**src/rtl/tdc_burst_reader.sv**
```systemverilog
// Burst reader for the delay-line sensor / TDC pair: launches, captures and averages thermometer codes.
// Optional macro TDC_BURST_READER_BUBBLE_FIX_EN counts only the leading run of ones as hits.
module tdc_burst_reader #(
    parameter int LOG2_N = 2,
    parameter int SETTLE = 3
) (
    input  logic       clk,
    input  logic       rst_n,
    input  logic       start_i,
    input  logic       clear_i,
    input  logic [7:0] code_i,
    output logic       launch_o,
    output logic       busy_o,
    output logic [3:0] result_o,
    output logic       result_valid_o,
    output logic [7:0] bubble_cnt_o
);

    localparam int ACC_W = 4 + LOG2_N;
    localparam int CNT_W = (LOG2_N > 0) ? LOG2_N : 1;
    localparam logic [CNT_W-1:0] LAST_SAMPLE = CNT_W'((1 << LOG2_N) - 1);
    localparam logic [3:0] SETTLE_LOAD = 4'(SETTLE - 1);

    typedef enum logic [2:0] {
        ST_IDLE    = 3'd0,
        ST_LAUNCH  = 3'd1,
        ST_WAIT    = 3'd2,
        ST_CAPTURE = 3'd3,
        ST_DONE    = 3'd4
    } state_t;

`ifdef TDC_BURST_READER_BUBBLE_FIX_EN
    function automatic logic [3:0] hit_count(input logic [7:0] code);
        logic [3:0] n;
        logic       run;
        n   = 4'd0;
        run = 1'b1;
        for (int i = 0; i < 8; i++) begin
            run = run & code[i];
            n   = n + {3'd0, run};
        end
        return n;
    endfunction
`else
    function automatic logic [3:0] hit_count(input logic [7:0] code);
        logic [3:0] n;
        n = 4'd0;
        for (int i = 0; i < 8; i++) begin
            n = n + {3'd0, code[i]};
        end
        return n;
    endfunction
`endif

    // A valid code is a solid run of ones from bit0; adding one then clears every set bit.
    function automatic logic is_bubble(input logic [7:0] code);
        return (code & (code + 8'd1)) != 8'd0;
    endfunction

    state_t           state_r;
    state_t           state_next_s;
    logic [3:0]       settle_r;
    logic [CNT_W-1:0] sample_cnt_r;
    logic [ACC_W-1:0] acc_r;
    logic [ACC_W-1:0] acc_sum_s;
    logic [3:0]       hit_s;
    logic             bubble_s;
    logic             launch_r;
    logic             busy_r;
    logic             result_valid_r;
    logic [3:0]       result_r;
    logic [7:0]       bubble_cnt_r;
    logic             launch_next_s;
    logic             busy_next_s;
    logic             result_valid_next_s;

    assign hit_s     = hit_count(code_i);
    assign bubble_s  = is_bubble(code_i);
    assign acc_sum_s = acc_r + ACC_W'(hit_s);

    // State register and registered control outputs.
    always_ff @(posedge clk or negedge rst_n) begin
        if (!rst_n) begin
            state_r        <= ST_IDLE;
            launch_r       <= 1'b0;
            busy_r         <= 1'b0;
            result_valid_r <= 1'b0;
        end else begin
            state_r        <= state_next_s;
            launch_r       <= launch_next_s;
            busy_r         <= busy_next_s;
            result_valid_r <= result_valid_next_s;
        end
    end

    // Next-state logic; clear_i overrides everything, including a simultaneous start.
    always_comb begin
        state_next_s = state_r;
        if (clear_i) begin
            state_next_s = ST_IDLE;
        end else begin
            case (state_r)
                ST_IDLE:    state_next_s = start_i ? ST_LAUNCH : ST_IDLE;
                ST_LAUNCH:  state_next_s = ST_WAIT;
                ST_WAIT:    state_next_s = (settle_r == 4'd0) ? ST_CAPTURE : ST_WAIT;
                ST_CAPTURE: state_next_s = (sample_cnt_r == LAST_SAMPLE) ? ST_DONE : ST_LAUNCH;
                ST_DONE:    state_next_s = ST_IDLE;
                default:    state_next_s = ST_IDLE;
            endcase
        end
    end

    // Output decode from the next state so the registered outputs line up with the state.
    always_comb begin
        launch_next_s       = 1'b0;
        busy_next_s         = 1'b0;
        result_valid_next_s = 1'b0;
        if (state_next_s == ST_LAUNCH) begin
            launch_next_s = 1'b1;
        end else begin
            launch_next_s = 1'b0;
        end
        if (state_next_s != ST_IDLE) begin
            busy_next_s = 1'b1;
        end else begin
            busy_next_s = 1'b0;
        end
        if (state_next_s == ST_DONE) begin
            result_valid_next_s = 1'b1;
        end else begin
            result_valid_next_s = 1'b0;
        end
    end

    // Datapath: settle timer, sample counter, accumulator, result and bubble counter.
    always_ff @(posedge clk or negedge rst_n) begin
        if (!rst_n) begin
            settle_r     <= 4'd0;
            sample_cnt_r <= '0;
            acc_r        <= '0;
            result_r     <= 4'd0;
            bubble_cnt_r <= 8'd0;
        end else if (clear_i) begin
            sample_cnt_r <= '0;
            acc_r        <= '0;
            bubble_cnt_r <= 8'd0;
        end else begin
            case (state_r)
                ST_IDLE: begin
                    if (start_i) begin
                        sample_cnt_r <= '0;
                        acc_r        <= '0;
                    end
                end
                ST_LAUNCH: settle_r <= SETTLE_LOAD;
                ST_WAIT: begin
                    if (settle_r != 4'd0) begin
                        settle_r <= settle_r - 4'd1;
                    end
                end
                ST_CAPTURE: begin
                    acc_r <= acc_sum_s;
                    if (bubble_s && (bubble_cnt_r != 8'd255)) begin
                        bubble_cnt_r <= bubble_cnt_r + 8'd1;
                    end
                    // The final sum is at most 8 << LOG2_N, so the shifted value always fits 4 bits.
                    if (sample_cnt_r == LAST_SAMPLE) begin
                        result_r <= 4'(acc_sum_s >> LOG2_N);
                    end else begin
                        sample_cnt_r <= sample_cnt_r + {{(CNT_W-1){1'b0}}, 1'b1};
                    end
                end
                default: ;
            endcase
        end
    end

    assign launch_o       = launch_r;
    assign busy_o         = busy_r;
    assign result_valid_o = result_valid_r;
    assign result_o       = result_r;
    assign bubble_cnt_o   = bubble_cnt_r;

endmodule

```
**config.mk**
```make
export PLATFORM = sky130hd
export DESIGN_NAME = tdc_burst_reader
export DESIGN_NICKNAME = d
export VERILOG_FILES = /design/src/rtl/tdc_burst_reader.sv
export SDC_FILE = /design/constraint.sdc
export NUM_CORES = 1
export LEC_CHECK = 0
export ABC_AREA = 1
export ABC_CLOCK_PERIOD_IN_PS = 7000
export CORE_MARGIN = 10
export CORE_UTILIZATION = 45
export CTS_CLUSTER_DIAMETER = 200
export CTS_CLUSTER_SIZE = 8
export DETAILED_ROUTE_END_ITERATION = 6
export HOLD_SLACK_MARGIN = 0.12
export PLACE_DENSITY = 0.77
export SLEW_MARGIN = 25
export SYNTH_ARGS = -nofsm -noshare
export SYNTH_HDL_FRONTEND = slang
export SYNTH_SLANG_ARGS = --single-unit
```
**constraint.sdc**
```tcl
create_clock -name clk -period 7 [get_ports clk]
set_input_delay 2.1 -clock clk [delete_from_list [all_inputs] [get_ports clk]]
set_output_delay 2.1 -clock clk [all_outputs]
set_load 0.03 [all_outputs]
```
==> impl_metrics.py <==
metrics = {
    "global_route": {
        "overflow": 0,
        "grt_pass1_wl_mm": 6.83,
        "grt_pass1_vias": 1573,
        "grtUsageTotal": 0.112,
        "grt_max_degree": 31,
        "grt_antenna_before_repair": 0,
    },
    "clock_network": {
        "cts_made_buffers": 5,
        "ctsHoldBuffers": 0,
        "clockRootBuffer": "clkbuf_8",
        "clkLatencyLatePin_ns": 0.28,
        "clkSlewWorstSetupHoldPaths_ns": 0.06,
        "cts_tree": "built",
        "clockBufferDepth": 2,
        "cts_resized": 0,
        "cts_sinks": 30,
        "cts-htree-levels": 2,
        "cts_setup_buffers": 0,
    },
    "yosys": {
        "yosysSeqAreaShare": 0.389,
        "yosys.area_share.simple": 0.337,
        "synth_top_family_by_area": "simple AND/OR/NAND/NOR gates",
        "synth_xor_area_frac": 0.0136,
        "synthDistinctLibCells": 31,
        "synth.avg_cell_area_um2": 7.90,
        "syn_nets": 273,
        "yosys_warnings": 0,
        "synth_fa_ha_area_frac": 0.130,
        "synth_compound_area_frac": 0.0435,
        "muxShareOfSynthArea": 0,
        "syn_area_um2": 1930,
        "yosys_register_bits": 30,
        "synthCells": 244,
    },
    "drt": {
        "routed_wirelength_mm": 3.83,
        "vias_per_cell": 4.91,
        "num_vias": 1610,
        "remaining_drc_errors": 0,
        "drt-initial-drc-count": 86,
        "post_drt_wl_per_cell_um": 11.7,
        "dr.pass1.iters": 4,
        "ant_nets": 0,
    },
    "layout": {
        "n_antenna_cell": 0,
        "fillCellCount": 392,
        "final_common_cell": "nand2_1",
        "fin_nets": 306,
        "layout-drive-gt1-share": 0.0935,
        "syn2layout_area_growth_pct": 21.7,
        "final_area_um2": 2350,
        "final_cell_mix": "nand2_1 (71), inv_1 (38), dfrtp_1 (30)",
    },
    "power": {
        "power_density_nw_per_um2": 189,
        "power.total_uw": 444,
        "leakagePower_nw": 1.27,
        "ir_worst_vdd_mv": 0.121,
    },
    "setup_path": {
        "critPathMostFrequentCell": "fa_1",
        "end_kind": "flop",
        "arrival_ns": 5.53,
        "crit_required_ns": 7.17,
        "rrSetupSlack_ns": 4.12,
        "start_kind": "input port",
        "crit_type": "in -> reg",
        "cpMaxStageDelayCell": "fa_1",
        "cp_max_fo": 4,
        "cp_cell_sequence": "clkdlybuf4s50_1 -> fa_1 -> inv_1 -> fa_1 -> fa_1 -> fa_1 -> fa_1 -> o21ai_0 -> a21o_1 -> nand2_1 -> nand3_1 -> nand2_1",
        "ff2ff_path_depth": 10,
        "critPathMaxStageDelay_ns": 0.55,
    },
    "run_status": {
        "status": "complete, no violations",
    },
    "timing": {
        "finalHoldViolations": 0,
        "slew_headroom": 0.755,
        "finalWorstPathRequiredPeriod_ns": 5.36,
        "skew_ns": 0.00540,
        "drv_slew": 0,
        "worst_pin_slew_ns": 0.368,
        "setup_tns_ns": 0,
        "setup_violations": 0,
        "rsz0062_at_grt": "no",
        "finalCritPeriodShare": 0.765,
        "max_freq_mhz": 187,
    },
    "placement": {
        "placed_area_um2": 2250,
        "hpwlAfterDp_mm": 3.02,
        "port_buffers": 26,
        "gp_congestion": 0.801,
    },
    "floorplanning": {
        "die_w_um": 85.5,
        "rows": 23,
        "die_h_um": 85.5,
        "io_pins": 27,
        "die_area_um2": 7300,
        "initial_core_util": 0.472,
        "coreArea_um2": 4090,
    },
    "hold_path": {
        "hp-class": "reg -> reg",
        "min_path_cells": 2,
    },
    "job": {
        "maxCapViolCount": 0,
    },
}
[Yosys cell counts (all sizes together)]
| library cell | number | area [um^2] |
|---|---|---|
| dfrtp | 30 | 751 |
| nor3 | 3 | 26.3 |
| nand4 | 12 | 75.1 |
| a21oi | 2 | 21.3 |
| fa | 5 | 100 |
| a21o | 1 | 7.51 |
| nand2 | 77 | 319 |
| inv | 42 | 158 |
| clkinv | 1 | 5.00 |
| or2 | 3 | 18.8 |
| ha | 12 | 150 |
| xnor2 | 1 | 8.76 |
| a22o | 1 | 8.76 |
| o22ai | 1 | 6.26 |
| nor3b | 1 | 7.51 |
| xor2 | 2 | 17.5 |
| buf | 1 | 3.75 |
| o21ai | 8 | 40.0 |
| nand3 | 26 | 135 |
| nor2 | 15 | 68.8 |
[layer usage]
metal  up-vias  part of all wire  track usage
li1        847                 -            -
met1       737              0.47        0.126
met2        22              0.48        0.193
met3         4             0.045       0.0373
met4         0            0.0094       0.0374
met5         -                 0            0
[kinds of logic after synthesis]
| logic type | count (synthesis) |
|---|---|
| and+or+nand+nor | 137 |
| AOI/OAI and AO/OA | 13 |
| buffers and inverters | 44 |
| xor gates and xnor gates | 3 |
| DFF | 30 |
| adders and majority gates | 17 |
[path summary, 6_finish.rpt]
check / from / end
min in group asynchronous: rst_n / settle_r[0]$_DFFE_PN0P_
hold / removal: settle_r[0]$_DFFE_PN0P_ / settle_r[0]$_DFFE_PN0P_
hold reg to reg: settle_r[0]$_DFFE_PN0P_ / settle_r[0]$_DFFE_PN0P_
setup / recovery: code_i[0] / result_o[2]$_DFFE_PN0P_
max in group asynchronous: rst_n / result_o[3]$_DFFE_PN0P_
setup reg to reg: acc_r[0]$_DFFE_PN0P_ / result_o[2]$_DFFE_PN0P_
[area by class of cell]
| type | instances | area, um^2 | share of cell area |
|---|---|---|---|
| timing repair buffer | 27 | 268 | 0.114 |
| inverter | 43 | 163 | 0.0693 |
| tap | 50 | 62.6 | 0.0267 |
| multi-input combinational | 170 | 1010 | 0.431 |
| clock buffer | 7 | 86.3 | 0.0368 |
| clock inverter | 1 | 5.00 | 0.00213 |
| sequential | 30 | 751 | 0.320 |
[registers in the layout, summed over array words and instances, names as in the netlist]
| name | count |
|---|---|
| bubble_cnt_o | 8 |
| launch_o | 1 |
| result_valid_o | 1 |
| result_o | 4 |
| busy_o | 1 |
| state_r | 3 |
| acc_r | 6 |
| sample_cnt_r | 2 |
| settle_r | 4 |
[power breakdown]
group          leakage [nW]  internal, mW  switching, mW
clock                0.0482        0.0791         0.0623
sequential            0.412         0.186        0.00725
combinational         0.805        0.0452         0.0650
total                  1.27         0.310          0.134
[stage by stage]
| step | cells | hold WS [ns] | util | setup WS (ns) |
|---|---|---|---|---|
| 6_report | 328 | 0.488 | 0.574 | 1.64 |
| 5_1_grt | 328 | 0.531 | 0.574 | 1.41 |
| 4_1_cts | 328 | 0.495 | 0.574 | 1.64 |
| 3_5_place_dp | 320 | 0.479 | 0.552 | 1.34 |
| 3_3_place_gp | 320 | 0.468 | 0.552 | 1.42 |
| 2_1_floorplan | 244 | 0.456 | - | 2.02 |
[worst max-delay path: cells and delay by family]
kind                       cells  cell delay [ns]
adders and majority gates      5             2.32
and+or+nand+nor                3             0.18
AOI/OAI and AO/OA              2             0.38
buffers and inverters          2             0.54
Power figures use the tool's default switching activity.
==> RTL change, RTL diff (same flow settings) <==
Make the reset (`rst_n`) synchronous in 2 clocked blocks.
--- a/src/rtl/tdc_burst_reader.sv
+++ b/src/rtl/tdc_burst_reader.sv
@@ -81,3 +81,3 @@
     // State register and registered control outputs.
-    always_ff @(posedge clk or negedge rst_n) begin
+    always_ff @(posedge clk) begin
         if (!rst_n) begin
@@ -135,3 +135,3 @@
     // Datapath: settle timer, sample counter, accumulator, result and bubble counter.
-    always_ff @(posedge clk or negedge rst_n) begin
+    always_ff @(posedge clk) begin
         if (!rst_n) begin
Behaviour: differs if rst_n is asserted again (counterexample within 4 cycles, from zero or initial values and one cycle with rst_n low); with rst_n held inactive, the same outputs for 10 cycles.
==> RTL change against the original RTL <==
Setup slack worse by 0.031 ns; non-clock buffer count down 1; area after synthesis down 5.6%; routed wire length down 4.9%; final area down 5.0%; sequential cell count unchanged; critical path type unchanged.
Power is not compared: it rests on default switching activity, and its combinational part moved more than twofold at a synthesized area within 25%.
==> RTL change: results (changes against the original RTL) <==
[setup_path]
cp-endpoint=acc_r[4]
critical_path.max_fanout=4  ; unchanged
reg2regPathDepth=10  ; unchanged
rr_startpoint=acc_r[0]
crit_start=code_i[0]
cp.arrival_ns=5.60  ; +0.07 ns
r2r_slack_ns=4.17  ; +0.05 ns

[placement]
dp_cells=323  ; +0.94%
gp_congestion=0.8384  ; +4.7%
dp_slack_ns=1.318  ; -0.02552 ns
place_area_sq_um=2138  ; -5.2%
dp.final_hpwl_um=2852  ; -5.6%

[logic_synthesis]
synth_cell_type_count=28  ; -9.7%
synth_nets=277  ; +1.5%
synth_fa_ha_area_frac=0.1375  ; +0.007671
synth_commonest_cells=nand2_1, inv_1, dfxtp_1
synth_cells=248  ; +1.6%
synth_compound_area_frac=0.1052  ; +0.06168
ys_seq_area_frac=0.3299  ; -0.05946
synthArstFlopShare=0  ; -1.000
muxShareOfSynthArea=0  ; unchanged
synth_xor_area_frac=0.03849  ; +0.02486
synthTopCellsByArea=dfxtp_1, nand2_1, ha_1

[timing]
worstMarginPinSlew_ns=0.4441  ; +0.07658 ns
skew_ns=0.005004  ; -0.0003939 ns

[final_layout]
fillCellCount=388  ; -1.0%
final_cells=331  ; +0.91%
drive_gt1_frac=0.09253  ; -0.0009985
finalNetCount=309  ; +0.98%
synthToLayoutAreaGrowth_pct=22.47

[clocking]
clkLatencyLatePin_ns=0.28  ; about the same
clockBufferDepth=2  ; unchanged

[grt]
grt_pass1_vias=1533  ; -2.5%
grt_usage=0.1109  ; -0.001328
grt_max_degree=15  ; -52%
grt_first_pass_wirelength_um=6603  ; -3.3%

[routing]
drt_wl_total_um=3645  ; -4.9%
drt_first_iter_violations=56  ; -35%
viasPerCell=4.728  ; -3.7%

[pwr]
ir_worst_vdd_mv=0.08044

[run_status]
status=completed

[RTL change: worst min path at each step]
| stage | from | endpoint | slack (ns) | depth (start not counted) |
|---|---|---|---|---|
| after CTS | acc_r[2] | acc_r[2] | 0.48 | 2 |
| after global placement | acc_r[1] | acc_r[1] | 0.46 | 2 |
| after detailed placement | settle_r[0] | settle_r[0] | 0.47 | 2 |
| after floorplan | acc_r[1] | acc_r[1] | 0.44 | 2 |
| final | settle_r[0] | settle_r[0] | 0.48 | 2 |
| after global routing | acc_r[5] | acc_r[5] | 0.49 | 2 |
[RTL change: power by group]
part	internal, mW	switching (mW)	total (mW)
sequential	0.173	0.00133	0.174
clock	0.0791	0.0614	0.140
combinational	0.0234	0.0314	0.0548
[RTL change: layer usage]
metal / up-vias / wire (um) / track usage
li1: 839 / - / -
met1: 692 / 1744 / 0.1256
met2: 29 / 1598 / 0.1749
met3: 5 / 247 / 0.05469
met4: 0 / 55 / 0.04110
met5: - / 0 / 0
[RTL change: cells by family (layout without fill, tap and decap cells)]
logic type | Yosys count | in the layout
AND/OR/NAND/NOR | 118 | 118
buffers and inverters | 43 | 76
AO/OA/AOI/OAI | 32 | 32
flip-flops | 30 | 30
adder cells (fa/ha/maj) | 17 | 17
XOR/XNOR | 8 | 8
[RTL change: worst max-delay path, stage by stage]
cell,delay [ns]
clkdlybuf4s50_1,0.49
fa_1,0.58
inv_1,0.05
fa_1,0.49
fa_1,0.42
fa_1,0.42
fa_1,0.41
nand3b_1,0.17
nand2_1,0.08
xor2_1,0.20
nand2_1,0.07
a21oi_1,0.12
[RTL change: area by class of cell]
cell class,count,area share
Clock buffer,7,0.03872
Tap cell,50,0.02806
Multi-Input combinational cell,175,0.4736
Inverter,42,0.07127
Sequential cell,30,0.2694
Timing Repair Buffer,26,0.1167
Clock inverter,1,0.002245
